**config.mk**
```make
export PLATFORM = sky130hd
export DESIGN_NAME = cache_set_ctrl
export DESIGN_NICKNAME = d
export VERILOG_FILES = /design/src/rtl/cache_set_ctrl.sv
export SDC_FILE = /design/constraint.sdc
export NUM_CORES = 1
export LEC_CHECK = 0
export CORE_MARGIN = 1
export CORE_UTILIZATION = 33
export CTS_CLUSTER_DIAMETER = 150
export DETAILED_ROUTE_END_ITERATION = 16
export PLACE_DENSITY = 0.78
export RECOVER_POWER = 100
export SYNTH_ARGS = -nofsm -noshare
export SYNTH_HDL_FRONTEND = slang
export SYNTH_SLANG_ARGS = --single-unit
```
**constraint.sdc**
```tcl
create_clock -name clk -period 2.4 [get_ports clk]
set_clock_uncertainty 0.15 [all_clocks]
set_input_delay 0.48 -clock clk [delete_from_list [all_inputs] [get_ports clk]]
set_output_delay 0.48 -clock clk [all_outputs]
set_load 0.1 [all_outputs]
```
**src/rtl/cache_set_ctrl.sv**
```systemverilog
// Lookup/refill controller for one 8-way set: tag compare, victim choice
// (first invalid way, else tree pseudo-LRU), memory refill handshake and set write-back.
module cache_set_ctrl #(
  parameter int TAG_W = 24
) (
  input  logic             clk,
  input  logic             reset,
  input  logic             req_valid,
  output logic             req_ready,
  input  logic [TAG_W-1:0] req_tag,
  input  logic             flush,
  output logic             resp_valid,
  output logic             resp_hit,
  output logic [2:0]       resp_way,
  input  logic [7:0]       out_viv,
  input  logic [TAG_W-1:0] tag0,
  input  logic [TAG_W-1:0] tag1,
  input  logic [TAG_W-1:0] tag2,
  input  logic [TAG_W-1:0] tag3,
  input  logic [TAG_W-1:0] tag4,
  input  logic [TAG_W-1:0] tag5,
  input  logic [TAG_W-1:0] tag6,
  input  logic [TAG_W-1:0] tag7,
  output logic             regWrite,
  output logic [7:0]       decOut1b_viv,
  output logic [7:0]       inp_viv,
  output logic [TAG_W-1:0] new_tag,
  output logic             mem_req,
  output logic [TAG_W-1:0] mem_tag,
  input  logic             mem_ack
);

  typedef enum logic [2:0] {
    IDLE   = 3'd0,
    LOOKUP = 3'd1,
    MISS   = 3'd2,
    FILL   = 3'd3,
    FLUSH  = 3'd4,
    RESP   = 3'd5
  } state_t;

  state_t           state_q, state_d;
  logic [TAG_W-1:0] tag_q, tag_d;
  logic [2:0]       way_q, way_d;
  logic             hit_q, hit_d;
  logic [6:0]       plru_q, plru_d;

  logic [TAG_W-1:0] tag_arr [8];
  logic [7:0]       match;
  logic             hit_any;
  logic [2:0]       hit_idx;
  logic             inv_any;
  logic [2:0]       inv_idx;
  logic [2:0]       victim_way;
  logic             victim_mid;
  logic             victim_leaf;

  assign tag_arr[0] = tag0;
  assign tag_arr[1] = tag1;
  assign tag_arr[2] = tag2;
  assign tag_arr[3] = tag3;
  assign tag_arr[4] = tag4;
  assign tag_arr[5] = tag5;
  assign tag_arr[6] = tag6;
  assign tag_arr[7] = tag7;

  generate
    for (genvar gi = 0; gi < 8; gi++) begin : g_match
      assign match[gi] = out_viv[gi] & (tag_arr[gi] == tag_q);
    end
  endgenerate

  // Priority encoders: the downward loop leaves the lowest qualifying index.
  always_comb begin
    hit_idx = 3'd0;
    inv_idx = 3'd0;
    for (int i = 7; i >= 0; i--) begin
      if (match[i])    hit_idx = 3'(i);
      if (!out_viv[i]) inv_idx = 3'(i);
    end
    hit_any = |match;
    inv_any = ~&out_viv;
  end

  always_comb begin
    victim_mid  = plru_q[0] ? plru_q[2] : plru_q[1];
    victim_leaf = 1'b0;
    case ({plru_q[0], victim_mid})
      2'b00:   victim_leaf = plru_q[3];
      2'b01:   victim_leaf = plru_q[4];
      2'b10:   victim_leaf = plru_q[5];
      default: victim_leaf = plru_q[6];
    endcase
    victim_way = {plru_q[0], victim_mid, victim_leaf};
  end

  // Point every tree node on the path to w away from w.
  function automatic logic [6:0] plru_touch(input logic [6:0] plru, input logic [2:0] w);
    logic [6:0] n;
    n    = plru;
    n[0] = ~w[2];
    if (w[2]) n[2] = ~w[1];
    else      n[1] = ~w[1];
    case (w[2:1])
      2'b00:   n[3] = ~w[0];
      2'b01:   n[4] = ~w[0];
      2'b10:   n[5] = ~w[0];
      default: n[6] = ~w[0];
    endcase
    return n;
  endfunction

  always_ff @(posedge clk) begin
    if (reset) begin
      state_q <= IDLE;
      tag_q   <= '0;
      way_q   <= 3'd0;
      hit_q   <= 1'b0;
      plru_q  <= 7'd0;
    end else begin
      state_q <= state_d;
      tag_q   <= tag_d;
      way_q   <= way_d;
      hit_q   <= hit_d;
      plru_q  <= plru_d;
    end
  end

  always_comb begin
    state_d = state_q;
    tag_d   = tag_q;
    way_d   = way_q;
    hit_d   = hit_q;
    plru_d  = plru_q;
    case (state_q)
      IDLE: begin
        if (flush) begin
          state_d = FLUSH;
        end else if (req_valid) begin
          tag_d   = req_tag;
          state_d = LOOKUP;
        end
      end
      LOOKUP: begin
        if (hit_any) begin
          way_d   = hit_idx;
          hit_d   = 1'b1;
          plru_d  = plru_touch(plru_q, hit_idx);
          state_d = RESP;
        end else begin
          way_d   = inv_any ? inv_idx : victim_way;
          hit_d   = 1'b0;
          state_d = MISS;
        end
      end
      MISS: begin
        if (mem_ack) state_d = FILL;
      end
      FILL: begin
        plru_d  = plru_touch(plru_q, way_q);
        state_d = RESP;
      end
      FLUSH: begin
        plru_d  = 7'd0;
        state_d = IDLE;
      end
      RESP:    state_d = IDLE;
      default: state_d = IDLE;
    endcase
  end

  // A simultaneous flush wins, so the request is not reported as accepted.
  always_comb begin
    req_ready    = 1'b0;
    resp_valid   = 1'b0;
    resp_hit     = 1'b0;
    resp_way     = 3'd0;
    regWrite     = 1'b0;
    decOut1b_viv = 8'h00;
    inp_viv      = 8'h00;
    mem_req      = 1'b0;
    new_tag      = tag_q;
    mem_tag      = tag_q;
    case (state_q)
      IDLE: req_ready = ~flush;
      MISS: mem_req = 1'b1;
      FILL: begin
        regWrite     = 1'b1;
        decOut1b_viv = 8'h01 << way_q;
        inp_viv      = 8'hFF;
      end
      FLUSH: begin
        regWrite     = 1'b1;
        decOut1b_viv = 8'hFF;
      end
      RESP: begin
        resp_valid = 1'b1;
        resp_hit   = hit_q;
        resp_way   = way_q;
      end
      default: ;
    endcase
  end

endmodule
```
# Word level (Yosys, flattened, before mapping)
# Index checks and enable logic that the tools add are counted.
[classes]
div = 0
n_mul = 0
n_eq_ne = 34
n_lt_le_gt_ge = 0
bitwise = 15
add_sub_neg = 0
shifts = 1
n_reduce_logical = 19
mux = 48
[ops]
columns = ["cell", "count"]
rows = [
  ["24-bit equality test", 8],
  ["3-bit two-way mux", 23],
  ["4-bit AND reduction", 6],
  ["7-bit one-hot mux with 3 select lines", 1],
  ["1-bit two-way mux", 19],
  ["2-bit != test (second input constant)", 8],
  ["8-bit one-hot mux with 2 select lines", 1],
  ["2-bit by 1-bit != test with 1-bit output (second input constant)", 6],
  ["3-bit one-hot mux with 4 select lines", 1],
  ["1-bit AND", 8],
  ["8-bit two-way mux", 1],
  ["8-bit AND reduction", 1],
  ["8-bit OR reduction", 1],
  ["1-bit by 3-bit << shifter with 8-bit output (first input constant)", 1],
  ["7-bit two-way mux", 1],
  ["1-bit inverter", 7],
  ["2-bit by 1-bit equality test with 1-bit output (second input constant)", 3],
  ["2-bit equality test (second input constant)", 3],
  ["3-bit by 2-bit equality test with 1-bit output (second input constant)", 2],
  ["3-bit equality test (second input constant)", 2],
  ["2-bit zero test", 3],
  ["3-bit OR reduction", 2],
  ["2-bit AND reduction", 2],
  ["3-bit by 1-bit equality test with 1-bit output (second input constant)", 1],
  ["other kinds (6)", 6],
]
[totals]
ramBits = 0
latchBits = 0
in_bits = 229
regBits = 38
out_inout_bits = 72
mem_count = 0
romBits = 0

# Longest topological paths before layout
[logic_depth]
word_depth = 15
ltp_mapped = 9
depth_no_buf = 8

# Least setup slack after synthesis
# Ideal clock, no wire load.
[synth_timing]
path_kind = "input to register"
from = "in flush"
to = "reg tag_q[0] (netlist: mem_tag[0])"
path_stages = 5
arrival_time_ps = 4398
n_path_buf = 1
path_slack_ps = -2281
required_time_ps = 2116
path_cell_list = "nor4_1 -> nand2_1 -> clkbuf_1 -> nand2_1 -> a21oi_1"
[synth_between]
elab_chain_cells = 2
[synth_rtl]
columns = ["element", "line", "source"]
rows = [
  ["from (decl)", "11", "input logic flush,"],
  ["1-bit inverter (no source line)", "--", ""],
  ["3-bit AND reduction (no source line)", "--", ""],
  ["to (signal assigned)", "122", "tag_q <= tag_d;"],
  ["to (decl)", "43", "logic [TAG_W-1:0] tag_q, tag_d;"],
]
# No other way between the ends.
# A chain may end at the register's enable or synchronous reset.

# Worst setup path in the final report
[layout_timing]
from = "in tag7[19]"
to = "reg plru_q[4]"
[layout_between]
elab_chain_cells = 14
elab_cells_between_ends = 19
classes_between = "4 x eq/ne; 11 x mux; 2 x bitwise; 2 x reduce/logical"
[layout_rtl]
columns = ["element", "line", "source"]
rows = [
  ["from (decl)", "23", "input logic [TAG_W-1:0] tag7,"],
  ["24-bit equality test (*)", "69", "assign match[gi] = out_viv[gi] & (tag_arr[gi] == tag_q);"],
  ["1-bit AND (*)", "69", ""],
  ["3-bit two-way mux (8 in series)", "78", "if (match[i]) hit_idx = 3'(i);"],
  ["1-bit inverter", "106", "2'b01: n[4] = ~w[0];"],
  ["1-bit two-way mux", "104", "case (w[2:1])"],
  ["7-bit two-way mux", "145", "if (hit_any) begin"],
  ["7-bit one-hot mux with 3 select lines", "135", "case (state_q)"],
  ["to (signal assigned)", "125", "plru_q <= plru_d;"],
  ["to (decl)", "46", "logic [6:0] plru_q, plru_d;"],
]
# Mark *: on every way between the ends. The rest lies on a longest branch, timed or not. The select of a mux whose other input is x is not followed.

==> impl_results.md <==
* Violated checks: negative setup slack
* Initial drt markers at 211
* R2R Setup Slk at -0.36 ns
* Rel. slew slack at 37.4%
* Root buf cell: clkbuf_16
* Routed WL per cell at 19.9 um
* Synth Net Count at between 700 and 800
* CP top delay family: simple AND/OR/NAND/NOR gates
* Post-route cell area at 8820 sq um
* CTS tree: done
* Drt first pass iters at 5
* I/O pin cnt at 301
* Crit-path slowest cell: or3_4
* Post-synthesis cell count at 565
* Layout area overhead at 104%
* Hold Fails Final Rpt at 0
* Power Density at 367 nW/um^2
* Die Span Y at 116 um
* CP peak stage delay at 0.43 ns
* Worst Tran Pin Value at 0.936 ns
* RSZ-0062 raised after global routing: true
* Cell Rows at 41
* Syn avg cell area at 7.65 sq um
* Hold Path Class: reg2reg
* Vias/cell at 5.03
* Routed via count at ~5600
* Overflow after GRT at 0
* Number of flops mapped to enable cells by yosys at 0
* H-tree levels at 2
* Placed Area at 8270 sq um
* CTS sink count at 38
* CTS Buf Count at 5
* Static leakage at ~3.8 nW
* Initial core utilization at roughly 34%
* Post-route minimum period at approximately 2.8 ns
* Share of layout cells above drive strength 1 at 33.5%
* Setup ws final at -0.374 ns
* Initial antenna violation count at 1
* Die extent in x at 116 um
* CTS max path bufs at 2
* Crit end category: flop
* Final setup vio count at 14
* Required time of the worst setup path at around 2.4 ns
* RD Place Congestion at between 0.9 and 1
* Synth unique cells at 44
* Port buffer count at 300
* Post-Place Setup Slack at -0.869 ns
* Utilization after layout at between 60% and 70%
* Final Power at 0.00324 W
* CP Max Fanout at 3
* DP HPWL at 17900 um
* CP bufs+invs at 1
* Global-route wire length before repair at 31200 um
* Status: complete, but fails checks
* Area of the mapped netlist at 4320 sq um
* Clock Pin Slew Worst Setup and Hold Paths at 0.06 ns
* Post-synth ARST share at 0%
* Register area share after synthesis at approximately 18%
* FMAX at approximately 360 MHz
* Top FF cell, synth: dfxtp_1
* Tcrit/Tclk final at 116%
* Yosys reg bits at 38
* Vias in the first global route at about 5600
* Most frequent cells in the layout: 143 x clkdlybuf4s50_1, 100 x buf_4, 96 x xnor2_1, 71 x nand2_1, 71 x dlygate4sd2_1
* Critical path, cell by cell: dlygate4sd2_1, xor2_1, nor4_2, nand3_1, or3_4, a221o_1, a311oi_2, and4b_1, nor3_2
* Final ANT Viol Nets at 0
* Final net count at about 1200
* Pin count of the biggest net entering global routing at 25
* VDD IR max at roughly 0.28 mV
* Die ar. at roughly 14000 sq um
* Post-Route WL at 21900 um
* Most common cell after layout, fill and taps aside: clkdlybuf4s50_1
* Fin. max-slew vios at 0
* Maxcap violations at 0
* Synth warnings at 0
* Total track usage at 31.9%
* Clock insertion delay at the later pin of the skew report at 0.28 ns
* CP arrival at 2.80 ns
* Critical path type: in2reg
* Area of the core at 12700 sq um
* CP Launch Type: input pin
* Remaining DRCs at 0
cell families after synthesis:
group / synth area share (%)
xor gates and xnor gates: 39.1
and+or+nand+nor: 22.0
AOI/OAI and AO/OA: 10.4
buffers and inverters: 10.2
DFF: 17.6
muxes: 0.694
report_power, final:
part	internal, W	switching, W	total, W
clock	0.000412	0.000272	0.000685
combinational	0.000790	0.00104	0.00183
sequential	0.000666	0.0000579	0.000724
total	0.00187	0.00137	0.00324
synth_stat cells (3+ instances only):
master | n | area (sq um)
nand4_1 | 33 | 206
clkbuf_1 | 11 | 41.3
o311a_1 | 3 | 30.0
nor3_1 | 10 | 50.1
and3_1 | 5 | 31.3
nand2_1 | 74 | 278
and2_1 | 7 | 43.8
nand3_1 | 9 | 45.0
o21ai_0 | 14 | 70.1
nor2_1 | 12 | 45.0
nor2b_1 | 4 | 25.0
nand2b_1 | 4 | 25.0
dfxtp_1 | 38 | 761
mux2i_1 | 3 | 30.0
inv_1 | 6 | 22.5
buf_2 | 17 | 85.1
a21oi_1 | 30 | 150
nor4_1 | 20 | 125
o21a_1 | 3 | 22.5
xor2_1 | 73 | 639
xnor2_1 | 118 | 1030
a211oi_1 | 3 | 22.5
buf_4 | 36 | 270
a31oi_1 | 6 | 37.5
registers in the layout, summed over array words and instances, names as in the netlist:
signal	flops
way_q	3
state_q	3
plru_q	7
hit_q	1
mem_tag	24
final cells by class:
class	count	area, sq um
Fill cell	1037	3900
Sequential cell	38	857
Antenna cell	1	2.50
Tap cell	172	215
Multi-Input combinational cell	455	3670
Inverter	6	26.3
Timing Repair Buffer	425	3900
Clock inverter	2	11.3
Clock buffer	6	139
final timing paths:
kind / start / end / cells after the start
setup / recovery: tag7[19] / plru_q[4] / 9
hold / removal: state_q[0] / state_q[2] / 1
setup reg to reg: mem_tag[11] / plru_q[4] / 9
hold reg to reg: state_q[0] / state_q[2] / 1
through the flow:
step,hold WS [ns],TNS (ns),instances
after floorplan,0.302,-1.97,565
after CTS,0.359,-1.84,1090
after global placement,0.328,-8.80,1064
final,0.340,-3.19,1105
after detailed placement,0.352,-8.95,1064
after global routing,0.378,-4.44,1105
repair_timing:
item	in CTS	in global routing
buffers inserted	18	16
pin swaps	92	34
resized for setup	137	40
endpoints found under the setup margin	15	16
hold buffers	0	0
layer usage:
layer / GRT usage, % / routed length (um) / vias up
met5: 0 / 0 / -
met4: 13.8 / 824 / 0
met3: 6.85 / 1660 / 52
met2: 56.4 / 10800 / 282
met1: 36.9 / 8620 / 2598
li1: - / - / 2623
No activity file was read; power rests on OpenSTA's default activity.
